--- src/rtl/seq_divider.sv ---
// Multi-cycle restoring divider (DIV/DIVU), one quotient bit per cycle via a trial subtraction.
// Optional feature: define DIV_EARLY_EXIT_EN to skip the iterations when |B| > |A|.
module seq_divider #(
    parameter int N = 32
) (
    input  logic         clk,
    input  logic         reset,
    input  logic         start,
    input  logic         signed_op,
    input  logic [N-1:0] A,
    input  logic [N-1:0] B,
    output logic         busy,
    output logic         done,
    output logic [N-1:0] Quotient,
    output logic [N-1:0] Remainder,
    output logic         DivZero
);
    localparam logic [1:0] IDLE = 2'd0;
    localparam logic [1:0] RUN  = 2'd1;
    localparam logic [1:0] FIN  = 2'd2;
    localparam int CW = $clog2(N);

    logic [1:0]    state_q, state_d;
    logic [CW-1:0] count_q, count_d;
    logic [N-1:0]  r_q, r_d, q_q, q_d, b_q, b_d;
    logic          sa_q, sa_d, sq_q, sq_d;
    logic [N-1:0]  quot_q, quot_d, rem_q, rem_d;
    logic          divz_q, divz_d;

    logic [N-1:0]  abs_a, abs_b, r_sh, r_iter, q_iter;
    logic [N:0]    trial_sum;
    logic          take, accept;

    assign abs_a = (signed_op & A[N-1]) ? -A : A;
    assign abs_b = (signed_op & B[N-1]) ? -B : B;

    // Trial subtraction R_sh + ~B + 1; carry out set means no borrow.
    assign r_sh      = {r_q[N-2:0], q_q[N-1]};
    assign trial_sum = {1'b0, r_sh} + {1'b0, ~b_q} + {{N{1'b0}}, 1'b1};
    // A set bit shifted out of R makes the true partial remainder exceed any divisor.
    assign take      = trial_sum[N] | r_q[N-1];
    assign r_iter    = take ? trial_sum[N-1:0] : r_sh;
    assign q_iter    = {q_q[N-2:0], take};

    assign accept = start & ((state_q == IDLE) | (state_q == FIN));

    always_comb begin
        state_d = state_q;
        count_d = count_q;
        r_d     = r_q;
        q_d     = q_q;
        b_d     = b_q;
        sa_d    = sa_q;
        sq_d    = sq_q;
        quot_d  = quot_q;
        rem_d   = rem_q;
        divz_d  = divz_q;
        case (state_q)
            IDLE, FIN: begin
                if (accept) begin
                    r_d     = '0;
                    q_d     = abs_a;
                    b_d     = abs_b;
                    sa_d    = A[N-1] & signed_op;
                    sq_d    = (A[N-1] ^ B[N-1]) & signed_op;
                    count_d = CW'(N - 1);
                    if (B == '0) begin
                        state_d = FIN;
                        quot_d  = '1;
                        rem_d   = A;
                        divz_d  = 1'b1;
                    end else begin
                        divz_d  = 1'b0;
`ifdef DIV_EARLY_EXIT_EN
                        if (abs_b > abs_a) begin
                            state_d = FIN;
                            quot_d  = '0;
                            rem_d   = A;
                        end else begin
                            state_d = RUN;
                        end
`else
                        state_d = RUN;
`endif
                    end
                end else if (state_q == FIN) begin
                    state_d = IDLE;
                end
            end
            RUN: begin
                r_d = r_iter;
                q_d = q_iter;
                if (count_q == '0) begin
                    state_d = FIN;
                    quot_d  = sq_q ? -q_iter : q_iter;
                    rem_d   = sa_q ? -r_iter : r_iter;
                end else begin
                    count_d = count_q - 1'b1;
                end
            end
            default: state_d = IDLE;
        endcase
    end

    always_ff @(posedge clk) begin
        if (reset) begin
            state_q <= IDLE;
            count_q <= '0;
            r_q     <= '0;
            q_q     <= '0;
            b_q     <= '0;
            sa_q    <= 1'b0;
            sq_q    <= 1'b0;
            quot_q  <= '0;
            rem_q   <= '0;
            divz_q  <= 1'b0;
        end else begin
            state_q <= state_d;
            count_q <= count_d;
            r_q     <= r_d;
            q_q     <= q_d;
            b_q     <= b_d;
            sa_q    <= sa_d;
            sq_q    <= sq_d;
            quot_q  <= quot_d;
            rem_q   <= rem_d;
            divz_q  <= divz_d;
        end
    end

    assign busy      = (state_q == RUN);
    assign done      = (state_q == FIN);
    assign Quotient  = quot_q;
    assign Remainder = rem_q;
    assign DivZero   = divz_q;
endmodule
--- config.mk ---
export PLATFORM = sky130hd
export DESIGN_NAME = seq_divider
export DESIGN_NICKNAME = d
export VERILOG_FILES = /design/src/rtl/seq_divider.sv
export SDC_FILE = /design/constraint.sdc
export NUM_CORES = 1
export LEC_CHECK = 0
export ABC_AREA = 1
export BUFFER_PORTS_ARGS = -buffer_cell sky130_fd_sc_hd__clkbuf_2
export CORE_MARGIN = 4
export CORE_UTILIZATION = 35
export DETAILED_ROUTE_END_ITERATION = 8
export PLACE_DENSITY_LB_ADDON = 0.25
export SYNTH_ARGS = -nofsm -noshare
export SYNTH_HDL_FRONTEND = slang
export SYNTH_SLANG_ARGS = --single-unit
export TNS_END_PERCENT = 30
--- constraint.sdc ---
create_clock -name clk -period 4.45 [get_ports clk]
set_input_delay 0.2225 -clock clk [delete_from_list [all_inputs] [get_ports clk]]
set_output_delay 0.2225 -clock clk [all_outputs]
set_load 0.01 [all_outputs]
Yosys cells after proc, flatten, opt, wreduce, memory -nomap -nowiden
Cells that the tools add are included.
{"block": "word_totals", "word_cells": 68, "register_bits": 170, "out_inout_bits": 67, "in_bits": 68}
{"block": "classes", "n_bitwise": 8, "add_sub_neg": 7, "mux": 26, "n_eq_ne": 7, "n_reduce_logical": 10}
{"cell": "$mux W32", "count": 13}
{"cell": "$pmux W32 S2", "count": 4}
{"cell": "$neg A32 Y32", "count": 4}
{"cell": "$add A32 B32 Y33", "count": 1}
{"cell": "$add A33 B1 Y33 const B", "count": 1}
{"cell": "$logic_not A32 Y1", "count": 1}
{"cell": "$not A32 Y32", "count": 1}
{"cell": "$mux W5", "count": 2}
{"cell": "$pmux W5 S2", "count": 1}
{"cell": "$mux W2", "count": 4}
{"cell": "$ne A2 B2 Y1 const B", "count": 3}
{"cell": "$reduce_and A2 Y1", "count": 3}
{"cell": "$logic_not A5 Y1", "count": 1}
{"cell": "$sub A5 B1 Y5 const B", "count": 1}
{"cell": "$and A1 B1 Y1", "count": 4}
{"cell": "$pmux W2 S2", "count": 1}
{"cell": "$reduce_and A4 Y1", "count": 1}
{"cell": "$ne A3 B3 Y1 const B", "count": 1}
{"cell": "$reduce_and A3 Y1", "count": 1}
{"cell": "$eq A2 B1 Y1 const B", "count": 1}
{"cell": "$eq A2 B2 Y1 const B", "count": 1}
{"cell": "$logic_not A2 Y1", "count": 1}
{"cell": "$ne A2 B1 Y1 const B", "count": 1}
{"cell": "$or A1 B1 Y1", "count": 2}
{"cell": "4 further kinds", "count": 4}

Depth between registers and ports, before layout
Gate-level depths: netlist of the first run.
{"block": "depth", "word_depth": 9, "depth_mapped": 28}

Least setup slack after synthesis of the first run
OpenSTA, ideal clock, no wires.
{"block": "synth_path", "path_kind": "reg-to-reg", "start": "reg b_q[3]", "end": "reg quot_q[26] (netlist: Quotient[26])", "arrival_time_ns": 3.266, "period_less_slack_ns": 3.383, "n_path_buf": 0, "stages_incl_launch_ff": 24, "path_slack_ns": 1.067, "cell_sequence": "dfxtp_1 -> inv_1 -> ha_1 -> or2_1 -> nand3_1 -> nand2_2 -> nand2_2 -> nand2_4 -> nand2_4 -> nand2_4 -> inv_2 -> ha_1 -> nand3_1 -> nor3_1 -> nand3_1 -> nor3_1 -> nand2_1 -> nand2_1 -> o21ai_1 -> a21oi_1 -> o21ai_1 -> xor2_1 -> o221ai_1 -> inv_1"}
{"block": "synth_via", "elab_chain_cells": 8}
{"element": "start, declared", "line_no": "25", "text": "logic [N-1:0] r_q, r_d, q_q, q_d, b_q, b_d;"}
{"element": "start signal, assigned", "line_no": "111", "text": "b_q <= '0;"}
{"element": "start signal, assigned", "line_no": "122", "text": "b_q <= b_d;"}
{"element": "$not A32 Y32", "line_no": "39", "text": "assign trial_sum = {1'b0, r_sh} + {1'b0, ~b_q} + {{N{1'b0}}, 1'b1};"}
{"element": "$add A32 B32 Y33", "line_no": "39"}
{"element": "$add A33 B1 Y33", "line_no": "39"}
{"element": "$or A1 B1 Y1", "line_no": "41", "text": "assign take = trial_sum[N] | r_q[N-1];"}
{"element": "$neg A32 Y32", "line_no": "95", "text": "quot_d = sq_q ? -q_iter : q_iter;"}
{"element": "$mux W32", "line_no": "95"}
{"element": "$mux W32", "line_no": "93", "text": "if (count_q == '0) begin"}
{"element": "$pmux W32 S2", "line_no": "58", "text": "case (state_q)"}
{"element": "end signal, assigned", "line_no": "125", "text": "quot_q <= quot_d;"}
{"element": "end, declared", "line_no": "27", "text": "logic [N-1:0] quot_q, quot_d, rem_q, rem_d;"}
Every way passes these cells. The select of a mux whose other input is x is not followed.
A chain may end at the register's enable or synchronous reset.

Final worst setup path of the first run
{"block": "layout_path", "start": "reg q_q[31]", "end": "reg rem_q[28] (netlist: Remainder[28])"}
{"block": "layout_via", "elab_chain_cells": 8}
{"element": "start, declared", "line_no": "25"}
{"element": "start signal, assigned", "line_no": "121", "text": "q_q <= q_d;"}
{"element": "$add A32 B32 Y33", "line_no": "39"}
{"element": "$add A33 B1 Y33", "line_no": "39"}
{"element": "$or A1 B1 Y1", "line_no": "41"}
{"element": "$mux W32 (*)", "line_no": "42", "text": "assign r_iter = take ? trial_sum[N-1:0] : r_sh;"}
{"element": "$neg A32 Y32", "line_no": "96", "text": "rem_d = sa_q ? -r_iter : r_iter;"}
{"element": "$mux W32 (*)", "line_no": "96"}
{"element": "$mux W32 (*)", "line_no": "93"}
{"element": "$pmux W32 S2 (*)", "line_no": "58"}
{"element": "end signal, assigned", "line_no": "126", "text": "rem_q <= rem_d;"}
{"element": "end, declared", "line_no": "27"}
Every way passes the cells marked *; elsewhere a longest branch is shown, timed or not. The select of a mux whose other input is x is not followed.

==> results.sh, run 1 <==
export IMPL_status="complete, no violations"
export IMPL_cts_clk_slew_worst_paths_ns=0.07
export IMPL_hold_buffers=0
export IMPL_die_h_um=199
export IMPL_die_area_mm2=0.0394
export IMPL_rsz0062_at_grt="false"
export IMPL_synth_top_area_share_pct=26.8
export IMPL_hold_path_class="input pin to flip-flop"
export IMPL_ys_seq_area_share_pct=26.8
export IMPL_syn_area_mm2=0.0127
export IMPL_synth_area_leaders="dfxtp_1 27%, nand2_1 17%, inv_1 8.5%"
export IMPL_arrival_ns=4.36
export IMPL_synthDistinctLibCells=54
export IMPL_synth_ff_latch_count=170
export IMPL_ctsResizeCount=0
export IMPL_yosysMostFrequentCell="nand2_1"
export IMPL_cts_made_buffers=17
export IMPL_grt_remaining_overflow=0
export IMPL_start_kind="flip-flop"
export IMPL_cp_end_kind="flip-flop"
export IMPL_drtAntennaViolNets=0
export IMPL_yosysWarnings=0
export IMPL_max_slew_margin_pct=27.8
export IMPL_synthToLayoutAreaGrowth_pct=12.4
export IMPL_period_minus_slack_ns=4.07
export IMPL_drc=0
export IMPL_synthCells=2104
export IMPL_setup_ws_ns=0.382
export IMPL_synth_area_leader_cell="dfxtp_1"
export IMPL_required_ns=4.74
export IMPL_fmax_mhz=246
export IMPL_holdWs_ns=0.0590
export IMPL_cts_tree="built"
export IMPL_vdd_drop_max_v=0.000393
export IMPL_antenna_found_initial=1
export IMPL_insertion_delay_ns=0.46
export IMPL_synth_simple_gate_area_share_pct=35.4
export IMPL_grt_start_max_net_pins=97
export IMPL_drt_first_iter_violations=1072
export IMPL_place_inst=2629
export IMPL_start_util_pct=35.6
export IMPL_critPathMaxFanout=58
export IMPL_skew_ns=0.0167
export IMPL_portBuffers=134
export IMPL_coreArea_mm2=0.0357
export IMPL_synth_net_count=2211
export IMPL_timing_final_crit_share_pct=91.4
export IMPL_cap_violations=0
export IMPL_cts_max_path_buffers=2
export IMPL_dr_pass1_iters=6
export IMPL_grt_pass1_wl_um=69000
export IMPL_ios=135
export IMPL_cts_setup_buffers=0
export IMPL_cts_root_buf="clkbuf_16"
export IMPL_synth_edf_count=0
export IMPL_final_cells=2662
export IMPL_powerDensity_mw_per_mm2=527
export IMPL_synth_top_family_by_area="simple AND/OR/NAND/NOR gates"
export IMPL_crit_type="flip-flop to flip-flop"
export IMPL_synth_top_flop_cell="dfxtp_1"
export IMPL_dpl_hpwl_um=33700
export IMPL_num_vias=13811
export IMPL_power_leakage_nw=7.06
export IMPL_die_w_um=199
export IMPL_post_drt_via_cell_ratio=5.19
export IMPL_wl_per_cell_um=16.5
export IMPL_final_nets=2294
export IMPL_num_rows=69
export IMPL_clock_sinks=170
export IMPL_h_tree_depth=4
export IMPL_setup_viol=0
export IMPL_grt_pass1_vias=12810
export IMPL_utilization_pct=40.1
export IMPL_syn_avg_cell_area_um2=6.04
export IMPL_setup_tns_ns=0
export IMPL_muxShareOfSynthArea_pct=0
export IMPL_synthAdderAreaFrac_pct=3.90
export IMPL_synth_top_cells_by_count="559 x nand2_1, 287 x inv_1, 202 x nor2_1"
export IMPL_slew_violations=0
export IMPL_pre_cts_ws_ns=0.459
export IMPL_synth_compound_area_share_pct=18.6
export IMPL_grt_usage_pct=22.0
export IMPL_wirelength_um=43800
export IMPL_synth_xor_area_share_pct=3.31
export IMPL_worstMarginPinSlew_ns=1.08
export IMPL_drive_gt1_share_pct=12.2
export IMPL_hold_violations=0
export IMPL_gp_congestion=0.955
export IMPL_async_flop_share_pct=0
==> final timing paths <==
check	start	to	slack, ns	cells after the start
worst min-delay path	A[26]	q_q[26]	0.06	3
worst min register to register	Quotient[27]	Quotient[27]	0.46	2
worst max-delay path	q_q[31]	Remainder[28]	0.38	25
worst max register to register	q_q[31]	Remainder[28]	0.38	25
==> worst max-delay path, stage by stage, from the launching register on <==
cell	delay (ns)
dfxtp_1	0.37
inv_1	0.06
ha_1	0.22
fa_1	0.41
inv_1	0.11
nand2_1	0.05
nand2_1	0.07
nand3_1	0.08
nand2_2	0.11
nand2_2	0.08
nand2_4	0.09
nand2_4	0.12
nand2_4	0.09
buf_4	0.53
nand2_1	0.14
o21ai_2	0.13
ha_1	0.25
nand3_2	0.09
nor2_2	0.10
nand2_2	0.12
nor2_2	0.16
nand4_2	0.13
nand2_2	0.14
nand3_1	0.09
nand3_1	0.09
a21oi_1	0.07
==> per-stage QoR <==
step	power [mW]	cell area (um^2)
5_1_grt	8.13	14300
2_1_floorplan	4.96	12700
3_3_place_gp	5.95	13700
3_5_place_dp	5.99	13700
6_report	7.53	14300
4_1_cts	7.49	14300
==> where the power goes <==
part | internal (mW) | switching [mW] | total (mW)
sequential | 1.68 | 0.137 | 1.82
clock | 0.787 | 0.693 | 1.48
combinational | 1.32 | 2.92 | 4.23
total | 3.78 | 3.75 | 7.53
==> final cells by class <==
| cell class | instances | area, um^2 |
|---|---|---|
| Tap cell | 461 | 577 |
| Multi-Input combinational cell | 1539 | 7780 |
| Antenna cell | 1 | 2.50 |
| Sequential cell | 170 | 3400 |
| Fill cell | 3953 | 21400 |
| Timing Repair Buffer | 151 | 798 |
| Clock inverter | 14 | 124 |
| Clock buffer | 18 | 439 |
| Inverter | 308 | 1160 |
==> metal layers <==
| layer | global-route usage, % | vias up | wire length (um) |
|---|---|---|---|
| met2 | 33.7 | 390 | 19000 |
| met3 | 4.40 | 67 | 2730 |
| met1 | 31.2 | 6337 | 20900 |
| met5 | 0 | - | 13 |
| li1 | - | 7015 | - |
| met4 | 6.94 | 2 | 1190 |
==> cell usage in the layout (no fill, tap or decap), drive strengths merged, types with 34 or more instances in the layout <==
cell type and count:
nand2 586, inv 307, nor2 211, dfxtp 170, clkbuf 152, a21oi 151
nand3 150, o21ai 140, ha 38, nor3 38, o221ai 34
==> sequential cells by signal (all words and copies together), names as in the netlist <==
name,cells
sa_q,1
count_q,5
sq_q,1
DivZero,1
Remainder,32
b_q,32
q_q,32
r_q,32
Quotient,32
state_q,2
==> cells by family (layout without fill, tap and decap cells) <==
| family | Yosys count | after routing |
|---|---|---|
| compound gates | 402 | 402 |
| xor+xnor | 48 | 48 |
| other cells | 0 | 1 |
| simple gates | 1050 | 1050 |
| flops | 170 | 170 |
| buf+inv | 395 | 491 |
| fa+ha+maj | 39 | 39 |
No activity file was read; power rests on OpenSTA's default activity.
==> run 2: changes to the inputs <==
Settings changed: CORE_UTILIZATION 35 to 39.
==> run 2 against run 1 <==
Clock skew rose by 0.0035 ns; first-iteration DRC count rose by 8.6%; power barely moved; cell count fell by 1.0%; die area fell by 9.9%; final area fell by 0.25%; clock power barely moved; fmax rose by 4.0%; clock-buffer cell count rose by 3; non-clock buffer count did not move; critical path depth rose by 1.
==> results.sh, run 2 (synthesized netlist as in run 1, its figures left out) <==
export IMPL_fmax_mhz=256
export IMPL_utilization_pct=44.7
export IMPL_crit_top_cell="nand2_1"
export IMPL_setup_viol=0
export IMPL_cp_end_kind="flip-flop"
export IMPL_final_common_cell="nand2_1"
export IMPL_crit_buf_inv=3
export IMPL_ios=135
export IMPL_multi_input_area_mm2=0.00778
export IMPL_powerDensity_mw_per_mm2=528
export IMPL_critPathMaxFanout=58
export IMPL_synthToLayoutAreaGrowth_pct=12.1
export IMPL_startpoint="q_q[31]"
export IMPL_ctsResizeCount=0
export IMPL_grt_pass1_wl_um=69000
export IMPL_grt_usage_pct=23.9
export IMPL_required_ns=4.81
export IMPL_max_slew_margin_pct=21.9
export IMPL_skew_ns=0.0202
export IMPL_drt_first_iter_violations=1164
export IMPL_hold_buffers=0
export IMPL_gp_congestion=0.964
export IMPL_grt_remaining_overflow=0
export IMPL_coreArea_mm2=0.0319
export IMPL_slew_violations=0
export IMPL_wirelength_um=43200
export IMPL_num_rows=65
export IMPL_clock_sinks=170
export IMPL_post_dp_cell_area_mm2=0.0137
export IMPL_cts_clk_slew_worst_paths_ns=0.07
export IMPL_post_drt_via_cell_ratio=5.27
export IMPL_vdd_drop_max_v=0.000356
export IMPL_power_mw=7.52
export IMPL_cts_root_buf="clkbuf_16"
export IMPL_hp_start="B[17]"
export IMPL_cts_setup_buffers=0
export IMPL_path_delay_family="simple AND/OR/NAND/NOR gates"
export IMPL_die_h_um=189
export IMPL_final_nets=2294
export IMPL_final_area_mm2=0.0142
export IMPL_rsz0062_at_grt="false"
export IMPL_cts_max_path_buffers=2
export IMPL_cpPeakStageDelay_ns=0.41
export IMPL_die_w_um=189
export IMPL_grt_pass1_vias=12789
export IMPL_setup_ws_ns=0.541
export IMPL_final_cell_mix="559 x nand2_1, 286 x inv_1, 201 x nor2_1, 170 x dfxtp_1"
export IMPL_start_kind="flip-flop"
export IMPL_timing_final_crit_share_pct=87.9
export IMPL_period_minus_slack_ns=3.91
export IMPL_drive_gt1_share_pct=12.1
export IMPL_power_leakage_nw=7.04
export IMPL_arrival_ns=4.27
export IMPL_grt_start_max_net_pins=97
export IMPL_seqCellArea_mm2=0.00340
export IMPL_crit_type="flip-flop to flip-flop"
export IMPL_worstMarginPinSlew_ns=1.17
export IMPL_dr_pass1_iters=5
export IMPL_drtAntennaViolNets=0
export IMPL_insertion_delay_ns=0.45
export IMPL_h_tree_depth=4
export IMPL_cts_tree="built"
export IMPL_cpMaxStageDelayCell="fa_1"
export IMPL_hold_path_class="input pin to flip-flop"
export IMPL_antenna_cells=0
export IMPL_cap_violations=0
export IMPL_status="complete, no violations"
export IMPL_n_fill_cell=3506
export IMPL_portBuffers=134
export IMPL_antenna_found_initial=1
export IMPL_start_util_pct=39.9
export IMPL_drc=0
export IMPL_hold_violations=0
export IMPL_pre_cts_ws_ns=0.471
export IMPL_wl_per_cell_um=16.4
export IMPL_die_area_mm2=0.0355
export IMPL_setup_tns_ns=0
export IMPL_dpl_hpwl_um=33100
export IMPL_num_vias=13893
export IMPL_cts_made_buffers=17
export IMPL_worstReg2RegStart="q_q[31]"
[run 2: changes by cell type in the layout (fill, tap and decap cells not counted), sizes merged]
| cell | before | now |
|---|---|---|
| diode | 1 | 0 |
| clkbuf | 152 | 155 |
| inv | 307 | 309 |
| clkinvlp | 1 | 6 |
| clkinv | 13 | 4 |
| bufinv | 1 | 0 |
[run 2: stage by stage]
step	hold slack [ns]	instances
detailed placement	0.455	2603
finish	0.0912	2635
CTS	0.0810	2635
floorplan	0.382	2104
global route	0.0924	2635
global placement	0.452	2603
[run 2: area by class of cell]
cell class / count / area share (%)
Clock inverter: 11 / 0.615
Tap cell: 435 / 3.82
Inverter: 308 / 8.12
Sequential cell: 170 / 23.9
Timing Repair Buffer: 151 / 5.63
Multi-Input combinational cell: 1539 / 54.6
Clock buffer: 21 / 3.30
[run 2: worst register-to-register path, cell delays in order (launching register included)]
cell and delay, ns:
dfxtp_1 0.37, inv_1 0.06, ha_1 0.22, fa_1 0.41
inv_1 0.11, nand2_1 0.06, nand2_1 0.07, nand3_1 0.08
nand2_2 0.11, nand2_2 0.08, nand2_4 0.09, nand2_4 0.12
nand2_4 0.10, buf_6 0.40, nand2_1 0.13, o21ai_2 0.12
ha_1 0.25, nand3_2 0.09, nor2_2 0.09, nand2_2 0.12
nor2_2 0.15, nand4_2 0.12, nand2_2 0.13, nand2_1 0.06
nand2_1 0.06, nand3_1 0.07, a21oi_1 0.13
[run 2: per-layer routing]
layer	up-vias	global-route usage [%]	wire length (um)
li1	7002	-	-
met1	6391	34.7	20700
met2	452	37.8	19200
met3	48	3.00	2540
met4	0	5.80	865
met5	-	0	0
[run 2: path summary, 6_finish.rpt]
check / to / slack, ns / cells past startpoint
max: Remainder[24] / 0.54 / 26
min: b_q[17] / 0.09 / 3
max reg2reg: Remainder[24] / 0.54 / 26
min reg2reg: Quotient[27] / 0.46 / 2
[run 2: report_power, final]
group / switching (mW) / internal [mW] / total [mW]
combinational: 2.93 / 1.32 / 4.25
sequential: 0.137 / 1.68 / 1.82
clock: 0.690 / 0.767 / 1.46
